==> config.mk <==
export PLATFORM = sky130hd
export DESIGN_NAME = counter_bank
export DESIGN_NICKNAME = d
export VERILOG_FILES = /design/src/rtl/counter_bank_pkg.sv /design/src/rtl/counter_bank_ch.sv /design/src/rtl/counter_bank.sv
export SDC_FILE = /design/constraint.sdc
export NUM_CORES = 1
export LEC_CHECK = 0
export BUFFER_PORTS_ARGS = -buffer_cell sky130_fd_sc_hd__buf_2
export CORE_MARGIN = 2
export CORE_UTILIZATION = 51
export CTS_BUF_LIST = sky130_fd_sc_hd__clkbuf_8
export DETAILED_ROUTE_END_ITERATION = 10
export GPL_TIMING_DRIVEN = 0
export PLACE_DENSITY = 0.82
export SYNTH_ARGS = -nofsm -noshare
export SYNTH_HDL_FRONTEND = slang
export SYNTH_SLANG_ARGS = --single-unit
==> constraint.sdc <==
create_clock -name clk -period 3.25 [get_ports clk]
set_input_delay 0.325 -clock clk [delete_from_list [all_inputs] [get_ports clk]]
set_output_delay 0.325 -clock clk [all_outputs]
set_load 0.05 [all_outputs]
==> src/rtl/counter_bank_pkg.sv <==
// counter_bank_pkg: shared types and helpers for the counter_bank block.
// Holds the per-channel command enumeration and the fixed-priority resolver
// that turns the raw control inputs of one channel into a single command.
package counter_bank_pkg;

  // One resolved action per channel per clock.
  typedef enum logic [2:0] {
    CMD_HOLD,
    CMD_CLR,
    CMD_UP,
    CMD_DOWN,
    CMD_AUTO
  } cmd_e;

  // Fixed priority: clear, step up, step down, prescaled autocount, hold.
  // Autocount only counts as a command on a prescaler tick.
  function automatic cmd_e resolve_cmd(
    input logic clr,
    input logic up,
    input logic down,
    input logic auto_en,
    input logic tick
  );
    cmd_e cmd;
    if (clr) begin
      cmd = CMD_CLR;
    end else if (up) begin
      cmd = CMD_UP;
    end else if (down) begin
      cmd = CMD_DOWN;
    end else if (auto_en && tick) begin
      cmd = CMD_AUTO;
    end else begin
      cmd = CMD_HOLD;
    end
    return cmd;
  endfunction

endpackage

==> src/rtl/counter_bank_ch.sv <==
// counter_bank_ch: one channel of the counter bank.
// Unsigned WIDTH-bit up/down counter with wrap or saturate behaviour,
// a registered wrap strobe, and rising-edge match detectors for zero and
// for the channel's compare value. The match history registers reset to 1
// so that the reset value of the count never produces a pulse.
module counter_bank_ch #(
  parameter int WIDTH = 8
) (
  input  logic             clk_i,
  input  logic             reset_i,
  input  logic             ch_reset_i,
  input  logic             ch_up_i,
  input  logic             ch_down_i,
  input  logic             ch_auto_i,
  input  logic             ch_dir_i,
  input  logic             ch_sat_i,
  input  logic             tick_i,
  input  logic [WIDTH-1:0] cmp_value_i,
  output logic [WIDTH-1:0] count_o,
  output logic             eq_zero_o,
  output logic             eq_cmp_o,
  output logic             wrapped_o
);

  import counter_bank_pkg::*;

  localparam logic [WIDTH-1:0] MaxVal = '1;

  cmd_e             cmd;
  logic             go_up;
  logic             go_dn;
  logic [WIDTH-1:0] count_q;
  logic [WIDTH-1:0] count_d;
  logic             wrapped_q;
  logic             wrapped_d;
  logic             m_zero;
  logic             m_cmp;
  logic             m_zero_prev_q;
  logic             m_cmp_prev_q;
  logic             eq_zero_q;
  logic             eq_cmp_q;

  assign cmd   = resolve_cmd(ch_reset_i, ch_up_i, ch_down_i, ch_auto_i, tick_i);
  assign go_up = (cmd == CMD_UP)   || ((cmd == CMD_AUTO) && !ch_dir_i);
  assign go_dn = (cmd == CMD_DOWN) || ((cmd == CMD_AUTO) &&  ch_dir_i);

  // Matches are judged on the registered count against the live compare value.
  assign m_zero = (count_q == '0);
  assign m_cmp  = (count_q == cmp_value_i);

  // Next count and wrap strobe from the resolved command.
  always_comb begin
    // NOTE: every variable gets a default first, so no path can infer a latch.
    count_d   = count_q;
    wrapped_d = 1'b0;
    if (cmd == CMD_CLR) begin
      count_d = '0;
    end else if (go_up) begin
      if (count_q != MaxVal) begin
        count_d = count_q + WIDTH'(1);
      end else if (!ch_sat_i) begin
        count_d   = '0;
        wrapped_d = 1'b1;
      end
    end else if (go_dn) begin
      if (count_q != '0) begin
        count_d = count_q - WIDTH'(1);
      end else if (!ch_sat_i) begin
        count_d   = MaxVal;
        wrapped_d = 1'b1;
      end
    end
  end

  // Count, wrap strobe and match edge detectors.
  always_ff @(posedge clk_i or posedge reset_i) begin
    // NOTE: non-blocking assignments so every register samples pre-edge values.
    if (reset_i) begin
      count_q       <= '0;
      wrapped_q     <= 1'b0;
      m_zero_prev_q <= 1'b1;
      m_cmp_prev_q  <= 1'b1;
      eq_zero_q     <= 1'b0;
      eq_cmp_q      <= 1'b0;
    end else begin
      count_q       <= count_d;
      wrapped_q     <= wrapped_d;
      m_zero_prev_q <= m_zero;
      m_cmp_prev_q  <= m_cmp;
      eq_zero_q     <= m_zero & ~m_zero_prev_q;
      eq_cmp_q      <= m_cmp & ~m_cmp_prev_q;
    end
  end

  assign count_o   = count_q;
  assign wrapped_o = wrapped_q;
  assign eq_zero_o = eq_zero_q;
  assign eq_cmp_o  = eq_cmp_q;

endmodule

==> src/rtl/counter_bank.sv <==
// counter_bank: N_CH independent up/down counters sharing one prescaler.
// The prescaler strobes tick for one cycle every DIV_LOAD+1 clocks; each
// channel (counter_bank_ch) autocounts on that strobe when enabled.
// Optional feature macro: COUNTER_BANK_CAPTURE_EN adds the capture input and
// the cap_count output, a coherent snapshot of all channel counts.
module counter_bank #(
  parameter int               N_CH     = 4,
  parameter int               WIDTH    = 8,
  parameter int               DIV_W    = 24,
  parameter logic [DIV_W-1:0] DIV_LOAD = 24'h400000
) (
  input  logic                  clk,
  input  logic                  reset,
  input  logic [N_CH-1:0]       ch_reset,
  input  logic [N_CH-1:0]       ch_up,
  input  logic [N_CH-1:0]       ch_down,
  input  logic [N_CH-1:0]       ch_auto,
  input  logic [N_CH-1:0]       ch_dir,
  input  logic [N_CH-1:0]       ch_sat,
  input  logic [N_CH*WIDTH-1:0] cmp_value,
`ifdef COUNTER_BANK_CAPTURE_EN
  input  logic                  capture,
  output logic [N_CH*WIDTH-1:0] cap_count,
`endif
  output logic [N_CH*WIDTH-1:0] count,
  output logic                  tick,
  output logic [N_CH-1:0]       eq_zero,
  output logic [N_CH-1:0]       eq_cmp,
  output logic [N_CH-1:0]       wrapped
);

  logic [DIV_W-1:0] div_q;
  logic [DIV_W-1:0] div_d;
  logic             tick_q;
  logic             tick_d;

  // Prescaler next state: count down, reload and strobe when it reaches zero.
  always_comb begin
    div_d  = div_q - DIV_W'(1);
    tick_d = 1'b0;
    if (div_q == '0) begin
      div_d  = DIV_LOAD;
      tick_d = 1'b1;
    end
  end

  // Prescaler registers; starts full so the first tick is DIV_LOAD+1 clocks out.
  always_ff @(posedge clk or posedge reset) begin
    if (reset) begin
      div_q  <= DIV_LOAD;
      tick_q <= 1'b0;
    end else begin
      div_q  <= div_d;
      tick_q <= tick_d;
    end
  end

  assign tick = tick_q;

  // One independent channel per bit/slice; only the tick is shared.
  for (genvar i = 0; i < N_CH; i++) begin : g_ch
    counter_bank_ch #(
      .WIDTH (WIDTH)
    ) u_ch (
      .clk_i       (clk),
      .reset_i     (reset),
      .ch_reset_i  (ch_reset[i]),
      .ch_up_i     (ch_up[i]),
      .ch_down_i   (ch_down[i]),
      .ch_auto_i   (ch_auto[i]),
      .ch_dir_i    (ch_dir[i]),
      .ch_sat_i    (ch_sat[i]),
      .tick_i      (tick_q),
      .cmp_value_i (cmp_value[i*WIDTH +: WIDTH]),
      .count_o     (count[i*WIDTH +: WIDTH]),
      .eq_zero_o   (eq_zero[i]),
      .eq_cmp_o    (eq_cmp[i]),
      .wrapped_o   (wrapped[i])
    );
  end

`ifdef COUNTER_BANK_CAPTURE_EN
  logic [N_CH*WIDTH-1:0] cap_q;
  logic [N_CH*WIDTH-1:0] cap_d;

  // The snapshot takes the registered counts, i.e. values before this edge's update.
  assign cap_d = capture ? count : cap_q;

  // Capture register holding the last coherent snapshot.
  always_ff @(posedge clk or posedge reset) begin
    if (reset) begin
      cap_q <= '0;
    end else begin
      cap_q <= cap_d;
    end
  end

  assign cap_count = cap_q;
`endif

endmodule

# Word-level counts from Yosys, hierarchy flattened
# Cells that the tools add are included.
classes:
  add_sub_neg: 9
  n_eq_ne: 32
  mux: 70
  bitwise: 16
  n_reduce_logical: 41
ops:
  columns: ["op", "count"]
  rows:
  - ["2-to-1 mux 8 bit", 28]
  - ["2-to-1 mux 3 bit", 16]
  - ["adder 8 x 1 -> 8 bit, second input constant", 4]
  - ["equality test 8 bit", 4]
  - ["logical NOT 8 bit", 4]
  - ["inequality test 8 bit, second input constant", 4]
  - ["nonzero test 8 bit", 4]
  - ["subtractor 8 x 1 -> 8 bit, second input constant", 4]
  - ["2-to-1 mux 1 bit", 25]
  - ["equality test 3 x 2 -> 1 bit, second input constant", 8]
  - ["logical NOT 24 bit", 1]
  - ["2-to-1 mux 24 bit", 1]
  - ["subtractor 24 x 1 -> 24 bit, second input constant", 1]
  - ["inequality test 4 x 1 -> 1 bit, second input constant", 4]
  - ["inequality test 4 bit, second input constant", 4]
  - ["equality test 3 x 1 -> 1 bit, second input constant", 4]
  - ["equality test 3 bit, second input constant", 4]
  - ["logical AND 1 bit", 12]
  - ["AND reduction 3 bit", 4]
  - ["nonzero test 3 bit", 4]
  - ["AND 1 bit", 8]
  - ["logical OR 1 bit", 8]
  - ["inverter 1 bit", 8]
  - ["logical NOT 1 bit", 4]
totals:
  ff_bits: 77
  inputBits: 58
  out_inout_bits: 45
  elab_cells: 194

# Logic depth before layout (Yosys ltp)
# Gate-level depths: netlist (run 1).
logic_depth:
  word_depth: 11
  depth_mapped: 9
  ltp_nobuf: 8

# Cells and area by module
# From an unflattened synthesis (run 1), not the netlist that was laid out.
hier_totals:
  hier_cells: 641
  hier_area_um2: 5794.3
modules_own_cells:
  columns: ["mod", "n_inst", "cells_each", "area_each_um2", "seq_area_each_um2"]
  rows:
  - ["counter_bank_ch", 4, 129, 1103.6, 327.8]
  - ["counter_bank", 1, 125, 1380.1, 626.9]

# Worst setup path after synthesis (run 1)
# OpenSTA, ideal clock, no wires.
synth_timing:
  path_type: "reg2reg"
  start: "reg g_ch[3].u_ch.count_q[0]"
  end: "reg g_ch[3].u_ch.count_q[0]"
  setup_ns: 0.125
  arrival_ns: 2.537
  t_required_ns: 3.125
  slack_ns: 0.588
  path_stages_with_launch: 10
  path_buffers: 2
  synth_period_minus_slack_ns: 2.662
  path_cell_list: "dfrtp_1 clkbuf_1 inv_1 ha_1 nor3b_1 and4_1 o21ai_0 and2_1 buf_2 mux2_2"
synth_between:
  elab_chain_cells: 5
  elab_cells_between_ends: 12
  cone_classes: "add/sub (2); eq/ne (3); mux (5); reduce/logical (2)"
synth_rtl:
  columns: ["element", "line", "rtl"]
  rows:
  - ["start: declaration", "counter_bank_ch.sv:32", "logic [WIDTH-1:0] count_q;"]
  - ["start signal: assignment", "counter_bank_ch.sv:86", "count_q <= count_d;"]
  - ["subtractor 8 x 1 -> 8 bit / nonzero test 8 bit (equally long branches)", "counter_bank_ch.sv:67, counter_bank_ch.sv:66", null]
  - ["2-to-1 mux 8 bit", "counter_bank_ch.sv:66", "if (count_q != '0) begin"]
  - ["2-to-1 mux 8 bit", "counter_bank_ch.sv:65", "end else if (go_dn) begin"]
  - ["2-to-1 mux 8 bit", "counter_bank_ch.sv:58", "end else if (go_up) begin"]
  - ["2-to-1 mux 8 bit", "counter_bank_ch.sv:56", "if (cmd == CMD_CLR) begin"]
# Parallel ways exist; a longest one is shown, timed or not. The select of a mux whose other input is x is not followed.
# A chain may end at the register's enable or synchronous reset.

# Worst setup path after layout (run 1)
layout_timing:
  start: "reg g_ch[0].u_ch.count_q[0]"
  end: "reg g_ch[0].u_ch.count_q[4]"
layout_between:
  elab_chain_cells: 5
  elab_cells_between_ends: 12
  cone_classes: "add/sub (2); eq/ne (3); mux (5); reduce/logical (2)"
layout_rtl:
  columns: ["element", "line"]
  rows:
  - ["start: declaration", "counter_bank_ch.sv:32"]
  - ["start signal: assignment", "counter_bank_ch.sv:86"]
  - ["subtractor 8 x 1 -> 8 bit / nonzero test 8 bit (equally long branches)", "counter_bank_ch.sv:67, counter_bank_ch.sv:66"]
  - ["2-to-1 mux 8 bit", "counter_bank_ch.sv:66"]
  - ["2-to-1 mux 8 bit", "counter_bank_ch.sv:65"]
  - ["2-to-1 mux 8 bit", "counter_bank_ch.sv:58"]
  - ["2-to-1 mux 8 bit", "counter_bank_ch.sv:56"]
# Parallel ways exist; a longest one is shown, timed or not. The select of a mux whose other input is x is not followed.

==> metrics.json, run 1 <==
{
  "synthesis.nets": 723,
  "maxCapViolCount": 0,
  "cp-end-kind": "flop",
  "net-switching-power_mw": 2.16,
  "worst-r2r-cell-count": 9,
  "hpwlAfterDp_microns": 10200,
  "nFillCells": 952,
  "max_slew_margin": 0.206,
  "grt_pass1_wl_microns": 23200,
  "grt_util_all_layers": 0.245,
  "synthesis.yosys.warnings": 0,
  "post_synth_xor_xnor_area": 0.0801,
  "power.share.clock": 0.168,
  "hold_path.class": "input port to flop",
  "synth_top_area_share": 0.311,
  "synth_simple_gate_area_frac": 0.253,
  "detail-route-antenna-nets": 0,
  "netlist_instances": 651,
  "power_total_mw": 4.45,
  "power.share.combinational": 0.547,
  "floorplan.initialDensity": 0.527,
  "area_growth_syn_to_layout_pct": 16.6,
  "clock_tree.buffer_depth": 2,
  "synth-seq-cells": 77,
  "ios": 103,
  "dp_worst_setup_slack_ns": 0.283,
  "post_synthesis_cell_type_with_the_largest_combined_area": "dfrtp_1",
  "post_synth_most_frequent_cells": "79 x nor2_1, 68 x dfrtp_1, 44 x xnor2_1, 37 x inv_1, 37 x o21ai_0",
  "stdcell_count": 903,
  "crit_path_start_kind": "flop",
  "cts_tree": "built",
  "clock-sinks": 77,
  "synth_edf_count": 0,
  "drt-initial-drc-count": 337,
  "grt_antenna_before_repair": 0,
  "wl_per_cell_microns": 15.3,
  "measured_slew_at_the_worst_slew_check_pin_ns": 1.17,
  "cellPowerDensity_nw_per_um2": 698,
  "antennaDiodeCount": 0,
  "slew_limit_fails": 0,
  "htree_levels": 3,
  "core_area_sq_um": 10400,
  "worst_hold_path.num_cells": 2,
  "final_design_area_no_fill_sq_um": 6380,
  "postLayoutCoreUtil": 0.615,
  "synthesis.area_per_instance_sq_um": 8.40,
  "ys_top_cells_by_area": "dfrtp_1 31%, xnor2_1 7.0%, nor2_1 5.4%",
  "routed-via-count": 5369,
  "synth_top_family_by_area": "simple AND/OR/NAND/NOR gates",
  "critical_path.max_fanout": 10,
  "number_of_global_route_vias_before_repair": 5251,
  "period_needed_ns": 2.97,
  "timing.final.ws_setup_ns": 0.275,
  "worstSetupPathType": "flop to flop",
  "skew_ns": 0.00936,
  "gpl.final_weighted_congestion": 0.941,
  "placementRows": 37,
  "sw_frac_of_total": 0.486,
  "cellLeakagePower_nw": 2.69,
  "synth_most_common_cell": "nor2_1",
  "timing.critical_path.arrival_ns": 3.23,
  "p_int_mw": 2.29,
  "x_dimension_of_the_die_microns": 108,
  "grt.overflow.total": 0,
  "power_frac_seq": 0.285,
  "drive_above_1_share": 0.226,
  "cts_root_buf": "clkbuf_8",
  "grt_max_degree": 65,
  "place_area_sq_um": 6160,
  "rsz0062_at_grt": "no",
  "post_synth_mux_area_share": 0.0199,
  "setup_violations": 0,
  "number_of_nets_at_the_end_of_the_flow": 834,
  "worst_setup_hold_path_clk_slew_ns": 0.08,
  "hold-worst-slack_ns": 0.132,
  "run_status": "complete, no violations",
  "required_time_of_the_critical_path_ns": 3.51,
  "asyncSetResetFlopFracSynth": 1.00,
  "mappedNetlistArea_sq_um": 5470,
  "synth_seq_area_share": 0.354,
  "fp.dieArea_sq_um": 11600,
  "drt_drc_violations_left": 0,
  "ys.flop_type": "dfrtp_1",
  "power.ir.vdd_worst_mv": 0.391,
  "cts_buffer_count": 9,
  "synth_adder_area_share": 0.0320,
  "tns_ns": 0,
  "io_buffers": 98,
  "worst_skew_pair.late_latency_ns": 0.36,
  "routed_via_density": 5.95,
  "ff2ff_setup_slack_ns": 0.28,
  "drt-total-wl_microns": 13800,
  "firstDrtPassIters": 7,
  "finalCritPeriodShare": 0.915,
  "hold_violations": 0,
  "fmax_ghz": 0.336,
  "placed_cells": 886,
  "synth_cell_types": 75,
  "synth-compound-area-share": 0.186,
  "die_span_y_microns": 108
}
-- layer usage --
metal	part of all wire	global-route usage
met3	0.061	0.0333
met4	0.028	0.129
met5	0	0
met1	0.43	0.317
met2	0.48	0.398
-- flip-flops by register name, summed over array words and instances, names as in the netlist --
register,cells
div_q,24
g_ch.u_ch.count_o,32
g_ch.u_ch.eq_cmp_o,4
g_ch.u_ch.eq_zero_o,4
g_ch.u_ch.m_cmp_prev_q,4
g_ch.u_ch.m_zero_prev_q,4
g_ch.u_ch.wrapped_o,4
tick,1
-- cells by family after synthesis --
kind of cell | Yosys count
compound gates | 153
xor+xnor | 50
fa+ha+maj | 14
buf+inv | 91
flops | 77
mux | 10
simple gates | 256
-- power groups by stage --
stage,clock [mW],combinational [mW],sequential [mW]
after detailed placement,0,2.39,1.29
after global routing,0.808,2.64,1.29
final,0.746,2.43,1.27
after global placement,0,2.33,1.28
after CTS,0.764,2.41,1.27
after floorplan,0,1.38,1.73
-- worst max-delay path, stage by stage, from the launching register on --
cell	delay (ns)
dfrtp_1	0.40
clkbuf_1	0.19
inv_1	0.13
ha_1	0.16
nor4b_1	0.94
a311oi_1	0.29
o22ai_2	0.29
buf_2	0.25
o21ai_0	0.11
o31ai_1	0.11
-- final cells by class --
class                           count  area, sq um  area share
Buffer                             54          268      0.0420
Clock buffer                       10          138      0.0216
Clock inverter                      6         62.6     0.00981
Inverter                           37          141      0.0222
Multi-Input combinational cell    483         3130       0.491
Sequential cell                    77         1940       0.304
Tap cell                          136          170      0.0267
Timing Repair Buffer              100          528      0.0828
-- final timing paths --
path,start,end
max in group asynchronous,reset,g_ch[2].u_ch.m_cmp_prev_q$_DFF_PP1_
setup / recovery,g_ch[0].u_ch.count_o[0]$_DFFE_PP0P_,g_ch[0].u_ch.count_o[4]$_DFFE_PP0P_
setup reg to reg,g_ch[0].u_ch.count_o[0]$_DFFE_PP0P_,g_ch[0].u_ch.count_o[4]$_DFFE_PP0P_
hold / removal,ch_sat[3],g_ch[3].u_ch.wrapped_o$_DFF_PP0_
hold reg to reg,g_ch[3].u_ch.m_zero_prev_q$_DFF_PP1_,g_ch[3].u_ch.eq_zero_o$_DFF_PP0_
min in group asynchronous,reset,g_ch[1].u_ch.count_o[5]$_DFFE_PP0P_
-- what timing repair did --
| item | 4_1_cts | 5_1_grt |
|---|---|---|
| gates resized for setup | 0 | 1 |
| endpoints found under the hold margin | 11 | 0 |
| setup endpoints to repair | 0 | 3 |
| hold buffers | 1 | 0 |
| buffers inserted | 0 | 0 |
-- placed cells by master, fill, tap and decap left out, types with 4 or more instances in the layout --
master,instances
and3_1,7
dfrtp_1,68
and4bb_2,4
nand2b_1,4
a31oi_1,20
clkbuf_1,32
or3_1,13
buf_2,105
dfstp_2,9
ha_1,14
o41ai_1,4
nand4_1,13
nor2_1,79
o21ai_0,37
o211ai_1,4
nor4_1,12
o22ai_1,7
o31ai_1,7
and2_1,5
nand2_1,35
or4_1,6
xnor2_1,44
inv_1,37
xor2_1,6
mux2_2,7
nor3_1,30
nand3b_1,5
nand3_1,18
clkbuf_8,10
buf_4,13
a21oi_1,29
Power figures use the tool's default switching activity.
==> run 2, diff against run 1 <==
--- a/config.mk
+++ b/config.mk
@@ -11,6 +11,7 @@
 export CTS_BUF_LIST = sky130_fd_sc_hd__clkbuf_8
 export DETAILED_ROUTE_END_ITERATION = 10
 export GPL_TIMING_DRIVEN = 0
+export MAX_ROUTING_LAYER = met4
 export PLACE_DENSITY = 0.82
 export SYNTH_ARGS = -nofsm -noshare
 export SYNTH_HDL_FRONTEND = slang
==> metrics.json, run 2 (synthesis results as in run 1) <==
{
  "run_status": "complete, no violations",
  "skew_ns": 0.0101,
  "floorplan.initialDensity": 0.527,
  "placementRows": 37,
  "ios": 103,
  "tns_ns": 0,
  "grt_pass1_wl_microns": 23700,
  "hold_violations": 0,
  "die_span_y_microns": 108,
  "layout.cells.most_common_list": "105 x buf_2, 79 x nor2_1, 68 x dfrtp_1",
  "fp.dieArea_sq_um": 11600,
  "dp_worst_setup_slack_ns": 0.269,
  "rsz0062_at_grt": "no",
  "crit_path_max_incr_delay_ns": 0.49,
  "grt_util_all_layers": 0.258,
  "clock_tree.buffer_depth": 2,
  "path_delay_family": "buffers and inverters",
  "io_buffers": 98,
  "critical_path.max_fanout": 10,
  "path_buf_inv": 3,
  "core_area_sq_um": 10400,
  "final_common_cell": "buf_2",
  "worst_setup_hold_path_clk_slew_ns": 0.08,
  "clock-sinks": 77,
  "cellLeakagePower_nw": 2.69,
  "final_design_area_no_fill_sq_um": 6370,
  "setup_violations": 0,
  "cellPowerDensity_nw_per_um2": 695,
  "crit_path_start_kind": "flop",
  "cts_tree": "built",
  "grt_antenna_before_repair": 0,
  "maxCapViolCount": 0,
  "grt.overflow.total": 0,
  "period_needed_ns": 2.87,
  "power.ir.vdd_worst_mv": 0.484,
  "area_growth_syn_to_layout_pct": 16.6,
  "finalCritPeriodShare": 0.883,
  "antennaDiodeCount": 0,
  "drive_above_1_share": 0.226,
  "hpwlAfterDp_microns": 10300,
  "timing.final.ws_setup_ns": 0.379,
  "cts_buffer_count": 9,
  "worst_skew_pair.late_latency_ns": 0.36,
  "htree_levels": 3,
  "critical_path.slowest_cell": "o21ai_0",
  "drt-total-wl_microns": 14000,
  "number_of_nets_at_the_end_of_the_flow": 834,
  "routed_via_density": 6.00,
  "multi_input_area_sq_um": 3140,
  "crit_path_cell_trace": "clkbuf_1 > inv_1 > ha_1 > nor3b_1 > and4_1 > o21ai_0 > and2_1 > buf_2 > mux2_2",
  "number_of_global_route_vias_before_repair": 5243,
  "cp-end-kind": "flop",
  "hold_path.class": "input port to flop",
  "firstDrtPassIters": 5,
  "routed-via-count": 5415,
  "slew_limit_fails": 0,
  "required_time_of_the_critical_path_ns": 3.49,
  "x_dimension_of_the_die_microns": 108,
  "worstSetupPathType": "flop to flop",
  "cts_root_buf": "clkbuf_8",
  "drt_drc_violations_left": 0,
  "fmax_ghz": 0.348,
  "grt_max_degree": 58,
  "place_area_sq_um": 6160,
  "wl_per_cell_microns": 15.5,
  "measured_slew_at_the_worst_slew_check_pin_ns": 0.930,
  "detail-route-antenna-nets": 0,
  "largest_reg_flops": 32,
  "drt-initial-drc-count": 338,
  "max_slew_margin": 0.375,
  "nFillCells": 916,
  "seqCellArea_sq_um": 1940,
  "gpl.final_weighted_congestion": 0.959,
  "timing.critical_path.arrival_ns": 3.11
}
[run 2: cell count changes in the layout (fill, tap and decap cells not counted)]
cell | before | now
nor4b_2 | 1 | 2
nor4b_1 | 3 | 2
clkinv_2 | 1 | 2
inv_6 | 1 | 0
inv_1 | 37 | 38
clkinvlp_4 | 2 | 1
[run 2: where the power goes]
part	leakage (nW)	switching (mW)	internal, mW
Clock	0.105	0.359	0.368
Combinational	1.66	1.66	0.777
Sequential	0.926	0.127	1.14
[run 2: path summary, 6_finish.rpt]
kind,startpoint,to,slack [ns],depth (start not counted)
setup reg to reg,g_ch[3].u_ch.count_o[0]$_DFFE_PP0P_,g_ch[3].u_ch.count_o[1]$_DFFE_PP0P_,0.38,9
hold reg to reg,g_ch[1].u_ch.m_zero_prev_q$_DFF_PP1_,g_ch[1].u_ch.eq_zero_o$_DFF_PP0_,0.48,1
min in group asynchronous,reset,g_ch[0].u_ch.eq_cmp_o$_DFF_PP0_,0.49,3
setup / recovery,g_ch[3].u_ch.count_o[0]$_DFFE_PP0P_,g_ch[3].u_ch.count_o[1]$_DFFE_PP0P_,0.38,9
hold / removal,ch_sat[3],g_ch[3].u_ch.wrapped_o$_DFF_PP0_,0.15,2
max in group asynchronous,reset,g_ch[3].u_ch.m_cmp_prev_q$_DFF_PP1_,2.14,4
[run 2: layout make-up]
class,count,share of cell area
Sequential cell,77,0.304
Inverter,37,0.0222
Buffer,54,0.0420
Multi-Input combinational cell,483,0.492
Clock buffer,10,0.0216
Timing Repair Buffer,100,0.0828
Tap cell,136,0.0267
Clock inverter,6,0.00864
[run 2: routing by layer]
metal  GRT usage  vias up  routed length (microns)
met5           -        -                        0
met4       0.108        0                      216
met3      0.0357       31                      784
met2       0.416      220                     6950
met1       0.328     2598                     6020
li1            -     2566                        -
[run 2: repair_timing]
action                                  4_1_cts  5_1_grt
buffers inserted                              0        0
endpoints found under the setup margin        0       11
hold endpoints to repair                     17        0
hold buffers                                  1        0
gates resized for setup                       0        2
[run 2: through the flow]
| step | hold slack, ns | power, mW | util | std cells |
|---|---|---|---|---|
| 6_report | 0.150 | 4.43 | 0.615 | 903 |
| 3_3_place_gp | 0.462 | 3.61 | 0.591 | 885 |
| 4_1_cts | 0.123 | 4.41 | 0.614 | 903 |
| 3_5_place_dp | 0.305 | 3.67 | 0.594 | 886 |
| 2_1_floorplan | 0.391 | 3.11 | - | 651 |
| 5_1_grt | 0.137 | 4.74 | 0.615 | 903 |
